<file path="config.mk">
export PLATFORM = sky130hd
export DESIGN_NAME = ddr_cmd_queue_flat
export DESIGN_NICKNAME = d
export VERILOG_FILES = /design/src/rtl/ddr_cmd_queue_if.sv /design/src/rtl/ddr_cmd_queue.sv /design/src/flat_wrapper.sv
export SDC_FILE = /design/constraint.sdc
export NUM_CORES = 1
export LEC_CHECK = 0
export BUFFER_PORTS_ARGS = -buffer_cell sky130_fd_sc_hd__buf_2
export CAP_MARGIN = 20
export CORE_MARGIN = 1
export CORE_UTILIZATION = 35
export DETAILED_ROUTE_END_ITERATION = 10
export GPL_TIMING_DRIVEN = 0
export MAX_ROUTING_LAYER = met4
export PLACE_DENSITY_LB_ADDON = 0.2
export RECOVER_POWER = 100
export SLEW_MARGIN = 40
export SYNTH_ARGS = -nofsm -noshare
export SYNTH_HDL_FRONTEND = slang
export SYNTH_SLANG_ARGS = --single-unit
</file>
<file path="constraint.sdc">
create_clock -name ACLK -period 8.5 [get_ports ACLK]
set_input_delay 0.85 -clock ACLK [delete_from_list [all_inputs] [get_ports ACLK]]
set_output_delay 0.85 -clock ACLK [all_outputs]
set_load 0.05 [all_outputs]
</file>
<file path="src/rtl/ddr_cmd_queue_if.sv">
// Memory-side command/read-return bundle between ddr_cmd_queue (master) and the DDR side (slave).
interface ddr_cmd_queue_if #(
    parameter int ADDR_W = 32,
    parameter int DATA_W = 32
);
    logic              mem_cmd_valid;
    logic              mem_cmd_ready;
    logic              mem_cmd_we;
    logic [ADDR_W-1:0] mem_cmd_add;
    logic [DATA_W-1:0] mem_cmd_wdata;
    logic [3:0]        mem_cmd_wstrb;
    logic              mem_rd_valid;
    logic [DATA_W-1:0] mem_rd_data;

    modport master (
        output mem_cmd_valid, mem_cmd_we, mem_cmd_add, mem_cmd_wdata, mem_cmd_wstrb,
        input  mem_cmd_ready, mem_rd_valid, mem_rd_data
    );

    modport slave (
        input  mem_cmd_valid, mem_cmd_we, mem_cmd_add, mem_cmd_wdata, mem_cmd_wstrb,
        output mem_cmd_ready, mem_rd_valid, mem_rd_data
    );
endinterface

</file>
<file path="src/rtl/ddr_cmd_queue.sv">
// In-order command FIFO between the AXI4-Lite slave and the DDR command port, one read outstanding.
// Optional build macro DDR_CMDQ_RD_TIMEOUT_EN adds a 255-cycle read-return timeout.
//
// state   | meaning
// IDLE    | waiting for a queued entry; loads head into mem_cmd_* when non-empty
// ISSUE   | mem_cmd_valid high, command held until mem_cmd_ready
// WAIT_RD | read issued, waiting for mem_rd_valid (or timeout when enabled)
// RSP     | read response presented, held until rsp_ready
module ddr_cmd_queue #(
    parameter int ADDR_W = 32,
    parameter int DATA_W = 32,
    parameter int DEPTH  = 8,
    parameter int CNT_W  = 4
) (
    input  logic              ACLK,
    input  logic              ARESETN,
    input  logic              req_wr_en,
    input  logic              req_rd_en,
    input  logic [ADDR_W-1:0] req_add,
    input  logic [DATA_W-1:0] req_wdata,
    input  logic [3:0]        req_wstrb,
    output logic              req_ready,
    output logic              rsp_valid,
    input  logic              rsp_ready,
    output logic [DATA_W-1:0] rsp_rdata,
    output logic              rsp_err,
    output logic [CNT_W-1:0]  q_count,
    output logic              err_sticky,
    ddr_cmd_queue_if.master   mem
);
    localparam int PTR_W = $clog2(DEPTH);

    typedef enum logic [1:0] {IDLE, ISSUE, WAIT_RD, RSP} state_t;
    state_t state;

    logic              f_we    [DEPTH];
    logic [ADDR_W-1:0] f_add   [DEPTH];
    logic [DATA_W-1:0] f_wdata [DEPTH];
    logic [3:0]        f_wstrb [DEPTH];
    logic [PTR_W-1:0]  wr_ptr, rd_ptr;

    logic req_any, push, pop, req_err, stray_rd, to_fire;

    assign req_any   = req_wr_en | req_rd_en;
    assign req_ready = (q_count != CNT_W'(DEPTH));
    assign push      = req_any & req_ready;
    assign pop       = (state == ISSUE) & mem.mem_cmd_valid & mem.mem_cmd_ready;
    assign req_err   = req_any & ((req_wr_en & req_rd_en) | ~req_ready | (req_add[1:0] != 2'b00));
    assign stray_rd  = mem.mem_rd_valid & (state != WAIT_RD);

`ifdef DDR_CMDQ_RD_TIMEOUT_EN
    logic [7:0] to_cnt;
    assign to_fire = (state == WAIT_RD) & ~mem.mem_rd_valid & (to_cnt == 8'hFF);
`else
    assign to_fire = 1'b0;
    assign rsp_err = 1'b0;
`endif

    // Storage is deliberately left unreset; only pointers and count define validity.
    always_ff @(posedge ACLK) begin
        if (push) begin
            f_we[wr_ptr]    <= req_wr_en;
            f_add[wr_ptr]   <= {req_add[ADDR_W-1:2], 2'b00};
            f_wdata[wr_ptr] <= req_wdata;
            f_wstrb[wr_ptr] <= req_wr_en ? req_wstrb : 4'h0;
        end
    end

    always_ff @(posedge ACLK or negedge ARESETN) begin
        if (!ARESETN) begin
            wr_ptr  <= '0;
            rd_ptr  <= '0;
            q_count <= '0;
        end else begin
            if (push) wr_ptr <= wr_ptr + PTR_W'(1);
            if (pop)  rd_ptr <= rd_ptr + PTR_W'(1);
            case ({push, pop})
                2'b10:   q_count <= q_count + CNT_W'(1);
                2'b01:   q_count <= q_count - CNT_W'(1);
                default: q_count <= q_count;
            endcase
        end
    end

    always_ff @(posedge ACLK or negedge ARESETN) begin
        if (!ARESETN) err_sticky <= 1'b0;
        else if (req_err | stray_rd | to_fire) err_sticky <= 1'b1;
    end

    always_ff @(posedge ACLK or negedge ARESETN) begin
        if (!ARESETN) begin
            state             <= IDLE;
            mem.mem_cmd_valid <= 1'b0;
            mem.mem_cmd_we    <= 1'b0;
            mem.mem_cmd_add   <= '0;
            mem.mem_cmd_wdata <= '0;
            mem.mem_cmd_wstrb <= 4'h0;
            rsp_valid         <= 1'b0;
            rsp_rdata         <= '0;
`ifdef DDR_CMDQ_RD_TIMEOUT_EN
            rsp_err           <= 1'b0;
            to_cnt            <= 8'h00;
`endif
        end else begin
            case (state)
                IDLE: begin
                    if (q_count != '0) begin
                        mem.mem_cmd_valid <= 1'b1;
                        mem.mem_cmd_we    <= f_we[rd_ptr];
                        mem.mem_cmd_add   <= f_add[rd_ptr];
                        mem.mem_cmd_wdata <= f_wdata[rd_ptr];
                        mem.mem_cmd_wstrb <= f_wstrb[rd_ptr];
                        state             <= ISSUE;
                    end
                end
                ISSUE: begin
                    if (mem.mem_cmd_ready) begin
                        mem.mem_cmd_valid <= 1'b0;
                        state             <= mem.mem_cmd_we ? IDLE : WAIT_RD;
`ifdef DDR_CMDQ_RD_TIMEOUT_EN
                        to_cnt            <= 8'h00;
`endif
                    end
                end
                WAIT_RD: begin
                    if (mem.mem_rd_valid) begin
                        rsp_rdata <= mem.mem_rd_data;
                        rsp_valid <= 1'b1;
`ifdef DDR_CMDQ_RD_TIMEOUT_EN
                        rsp_err   <= 1'b0;
`endif
                        state     <= RSP;
                    end
`ifdef DDR_CMDQ_RD_TIMEOUT_EN
                    else if (to_fire) begin
                        rsp_rdata <= DATA_W'(32'hDEADBEEF);
                        rsp_err   <= 1'b1;
                        rsp_valid <= 1'b1;
                        state     <= RSP;
                    end else begin
                        to_cnt <= to_cnt + 8'd1;
                    end
`endif
                end
                RSP: begin
                    if (rsp_ready) begin
                        rsp_valid <= 1'b0;
                        state     <= IDLE;
                    end
                end
                default: state <= IDLE;
            endcase
        end
    end
endmodule
</file>
<file path="src/flat_wrapper.sv">
// flat-port wrapper written by rule: the top's interface ports become plain ports
module ddr_cmd_queue_flat 
#(
    parameter int ADDR_W = 32,
    parameter int DATA_W = 32,
    parameter int DEPTH  = 8,
    parameter int CNT_W  = 4
)
  (ACLK, ARESETN, req_wr_en, req_rd_en, req_add, req_wdata, req_wstrb, req_ready, rsp_valid, rsp_ready, rsp_rdata, rsp_err, q_count, err_sticky, mem_mem_cmd_valid, mem_mem_cmd_we, mem_mem_cmd_add, mem_mem_cmd_wdata, mem_mem_cmd_wstrb, mem_mem_cmd_ready, mem_mem_rd_valid, mem_mem_rd_data);
  ddr_cmd_queue_if #(.ADDR_W(ADDR_W), .DATA_W(DATA_W)) mem_i ();
  input  logic ACLK;
  input  logic ARESETN;
  input  logic req_wr_en;
  input  logic req_rd_en;
  input  logic [ADDR_W-1:0] req_add;
  input  logic [DATA_W-1:0] req_wdata;
  input  logic [3:0] req_wstrb;
  output logic req_ready;
  output logic rsp_valid;
  input  logic rsp_ready;
  output logic [DATA_W-1:0] rsp_rdata;
  output logic rsp_err;
  output logic [CNT_W-1:0] q_count;
  output logic err_sticky;
  output wire logic [$bits(mem_i.mem_cmd_valid)-1:0] mem_mem_cmd_valid;
  output wire logic [$bits(mem_i.mem_cmd_we)-1:0] mem_mem_cmd_we;
  output wire logic [$bits(mem_i.mem_cmd_add)-1:0] mem_mem_cmd_add;
  output wire logic [$bits(mem_i.mem_cmd_wdata)-1:0] mem_mem_cmd_wdata;
  output wire logic [$bits(mem_i.mem_cmd_wstrb)-1:0] mem_mem_cmd_wstrb;
  input wire logic [$bits(mem_i.mem_cmd_ready)-1:0] mem_mem_cmd_ready;
  input wire logic [$bits(mem_i.mem_rd_valid)-1:0] mem_mem_rd_valid;
  input wire logic [$bits(mem_i.mem_rd_data)-1:0] mem_mem_rd_data;
  assign mem_mem_cmd_valid = mem_i.mem_cmd_valid;
  assign mem_mem_cmd_we = mem_i.mem_cmd_we;
  assign mem_mem_cmd_add = mem_i.mem_cmd_add;
  assign mem_mem_cmd_wdata = mem_i.mem_cmd_wdata;
  assign mem_mem_cmd_wstrb = mem_i.mem_cmd_wstrb;
  assign mem_i.mem_cmd_ready = mem_mem_cmd_ready;
  assign mem_i.mem_rd_valid = mem_mem_rd_valid;
  assign mem_i.mem_rd_data = mem_mem_rd_data;
  ddr_cmd_queue #(.ADDR_W(ADDR_W), .DATA_W(DATA_W), .DEPTH(DEPTH), .CNT_W(CNT_W)) u_core (.ACLK(ACLK), .ARESETN(ARESETN), .req_wr_en(req_wr_en), .req_rd_en(req_rd_en), .req_add(req_add), .req_wdata(req_wdata), .req_wstrb(req_wstrb), .req_ready(req_ready), .rsp_valid(rsp_valid), .rsp_ready(rsp_ready), .rsp_rdata(rsp_rdata), .rsp_err(rsp_err), .q_count(q_count), .err_sticky(err_sticky), .mem(mem_i));
endmodule
</file>
==> results by group <==
Logic synthesis
  – Synth cell types: 36
  – Top post-synthesis cells by area: edfxtp_1 65%, dfrtp_1 12%, mux2i_1 11%
  – Main combinational cell family by area after synthesis: multiplexers
  – Mapped Area: 24,770 um2
  – #FFs+latches synth: 650
  – Avg Synthesized Cell Area: 17.03 um2
  – Synth Area in Adders: 0.2526%
  – Register area share after synthesis: between 70% and 80%
  – Synth Area in Compound Gates: 4.466%
  – Synth Warn #: 0
  – Synth top area share: 64.99%
  – Synth Instances: 1,454
  – Simple-Gate Fraction of Synth Area: 4.395%
  – Yosys top cell by area: edfxtp_1
  – Post-synthesis xor/xnor area fraction: 0.2829%
  – Mux cell area share after synthesis: 12.38%

Clock network
  – Clock Tree Root: clkbuf_16
  – Inserted Clock Buffers: 70
  – Clk_lat worst skew: 0.60 ns
  – Post-CTS Resized: 0
  – Hold_buf cts: 0
  – Reg clk slew, reported paths: 0.06 ns
  – H-tree depth: 3
  – Post-CTS Repair Setup Buffers: 0
  – TritonCTS clock tree: yes
  – Max clock buf depth: 3
  – Clock Sinks: 650

Routing
  – 1st-iter DRT viols: 1,009
  – Final WL: between 60 and 70 mm
  – Vias: 13,749
  – Drt drc: 0
  – DR pass1 iterations: 5
  – Via/cell ratio: 4.898
  – WL/cell: approximately 22 um
  – Remaining antenna violation count: 0

Placement
  – Placer Congestion: 0.7216
  – Post-DP Area: 28,070 um2
  – Hpwl dp: 41.85 mm
  – Dpl cells: 2,671
  – Port buffer count: 213

Die
  – I/O Pins: 217
  – Initial core utilization: between 30% and 40%
  – DIE WIDTH: 268.0 um
  – Die Area: 71,830 um2
  – Core area: 70,030 um2
  – Die Ht: 268.0 um
  – Rows: 97

Layout
  – # fillers: between 6,000 and 7,000
  – Final instance area: 29,330 um2
  – Nets: between 1,500 and 2,000
  – Syn-to-layout area delta: 18.40%
  – Share of cells above drive strength 1: 11.52%
  – Non-Filler Instances: ~2,800

Power
  – Pwr dens: 395.5 nW/um2
  – Worst vdd ir: a little over 0.0002 V
  – Lkg Pwr: ~11 nW

Timing
  – Hold Vio Cnt, Final: 0
  – Unrepaired setup endpoints after global routing: false
  – Final slew viol count: 53
  – Skew final: 0.01596 ns
  – Tcrit/Tclk final: between 50% and 60%
  – Period minus WS final: 4.916 ns
  – Max_slew headroom: -122.2%
  – # setup viols final: 0
  – FMAX: 203.4 MHz
  – Worst slew pin tran: 3.333 ns

Run status
  – Violated checks: capacitance limit, slew limit
  – Outcome: finished, violations left

Global route
  – First-pass GRT wire length: 90.99 mm
  – Largest net degree at the start of global routing: 63
  – Tot GR Track Use: between 15 and 20%
  – Initial antenna violation count: 9
  – Vias in the first global route: 13,766
  – GR Overflow Total: 0

Critical path
  – CP startpoint: req_wr_en
  – Required time of the worst setup path: approximately 8.7 ns
  – CP max FO: 15
  – CP startpoint kind: primary input
  – CP arrival: 5.14 ns
  – Critical R2R Launch: u_core.q_count[1]
  – CP Capture Type: flip-flop
  – WS Path Type: primary input to flip-flop

Job
  – Max-cap viol count: 1

Min path
  – HP Start: u_core.mem.mem_cmd_add[20]
  – Worst Hold Class: flip-flop to flip-flop
==> final cells by class <==
| type | count | area (um2) | area share (%) |
|---|---|---|---|
| repair buffers | 275 | 1109 | 3.780 |
| flip-flops and latches | 650 | 18950 | 64.61 |
| inverters | 6 | 22.52 | 0.07680 |
| clock buffers | 110 | 2078 | 7.087 |
| diodes | 9 | 22.52 | 0.07680 |
| clock inverters | 17 | 202.7 | 0.6912 |
| multi-input cells | 717 | 5391 | 18.38 |
| plain buffers | 83 | 375.4 | 1.280 |
| well taps | 940 | 1176 | 4.011 |
==> cells by family after synthesis <==
family	count (synthesis)
simple gates	248
other cells	1
buf+inv	89
fa+ha+maj	5
compound gates	151
flops	650
xor+xnor	8
mux	302
==> report_power, final <==
group          leakage [nW]  internal (mW)  switching [mW]
clock                  1.10           1.80            1.21
sequential             6.28           4.34           0.259
combinational          3.37           1.06            2.92
==> flip-flops by register name, summed over array words and instances (netlist names), 3 cells and up, named ones only <==
register and cells:
u_core.f_we 8, u_core.rsp_rdata 32, u_core.rd_ptr 3, u_core.mem.mem_cmd_add 30, u_core.f_add 240, u_core.mem.mem_cmd_wstrb 4
u_core.q_count 4, u_core.f_wdata 256, u_core.f_wstrb 32, u_core.wr_ptr 3, u_core.mem.mem_cmd_wdata 32
==> path summary, 6_finish.rpt <==
path                       slack (ns)                          end  depth (start not counted)
setup / recovery                 3.58        u_core.f_wdata[3][17]                          9
hold / removal                   0.47   u_core.mem.mem_cmd_add[20]                          2
setup reg to reg                 3.89        u_core.f_wdata[3][17]                          9
hold reg to reg                  0.47   u_core.mem.mem_cmd_add[20]                          2
max in group asynchronous        5.22  u_core.mem.mem_cmd_wdata[7]                          1
min in group asynchronous        1.36         u_core.rsp_rdata[22]                          1
==> layout by cell type (no fill, tap or decap), drive strengths merged, types with 13 or more instances in the layout <==
master and count:
nand3 68, nand2 146, a22oi 134, clkbuf 377, edfxtp 536, mux2 34, buf 91, dfrtp 114
nor2 13, mux2i 268
==> metal layers <==
metal / track usage (%) / wire (um) / share of wire [%]
met5: - / 0 / 0
met4: 4.788 / 1349 / 2.2
met3: 3.610 / 3328 / 5.3
met2: 27.89 / 29190 / 47
met1: 23.75 / 28500 / 46
==> through the flow <==
step | setup slack [ns] | TNS (ns) | util, % | hold WS, ns | power, mW
global route | 3.193 | 0 | 41.88 | 0.4584 | 12.18
CTS | 5.589 | 0 | 43.33 | 0.1708 | 12.10
detailed placement | 4.963 | 0 | 40.08 | 0.4588 | 9.059
floorplan | 1.959 | 0 | - | 0.4923 | 7.461
global placement | -3.482 | -462.01 | 38.58 | 0.4576 | 8.823
finish | 3.584 | 0 | 41.88 | 0.4747 | 11.60
==> critical path: stages <==
cell and delay [ns]:
clkbuf_1 0.66, nor2_1 0.17, nor2_1 0.29, nand2_1 0.18, nor2_1 0.45, clkbuf_1 0.56
clkbuf_1 0.52, clkbuf_1 0.73, clkbuf_1 0.71
==> cell usage after synthesis <==
| cell | number |
|---|---|
| edfxtp_1 | 536 |
| mux2i_1 | 268 |
| nand2_1 | 146 |
| a22oi_1 | 134 |
| dfrtp_1 | 114 |
| nand3_1 | 68 |
| buf_2 | 46 |
| mux2_2 | 34 |
| clkbuf_1 | 22 |
| nor2_1 | 13 |
| buf_4 | 8 |
| a21oi_1 | 6 |
| buf_1 | 6 |
| inv_1 | 6 |
| o21ai_0 | 6 |
| and2_1 | 5 |
| ha_1 | 5 |
| xnor2_1 | 4 |
| xor2_1 | 4 |
| nand2b_1 | 3 |
| nand3b_1 | 2 |
| nor2b_1 | 2 |
| nor3_1 | 2 |
| or3_1 | 2 |
| a211o_1 | 1 |
| a31oi_1 | 1 |
| a41oi_1 | 1 |
| clkbuf_2 | 1 |
| conb_1 | 1 |
| nand4_1 | 1 |
| nor3_2 | 1 |
| nor3b_1 | 1 |
| nor4_2 | 1 |
| nor4b_2 | 1 |
| o211ai_1 | 1 |
| o32ai_1 | 1 |
Power figures use the tool's default switching activity.
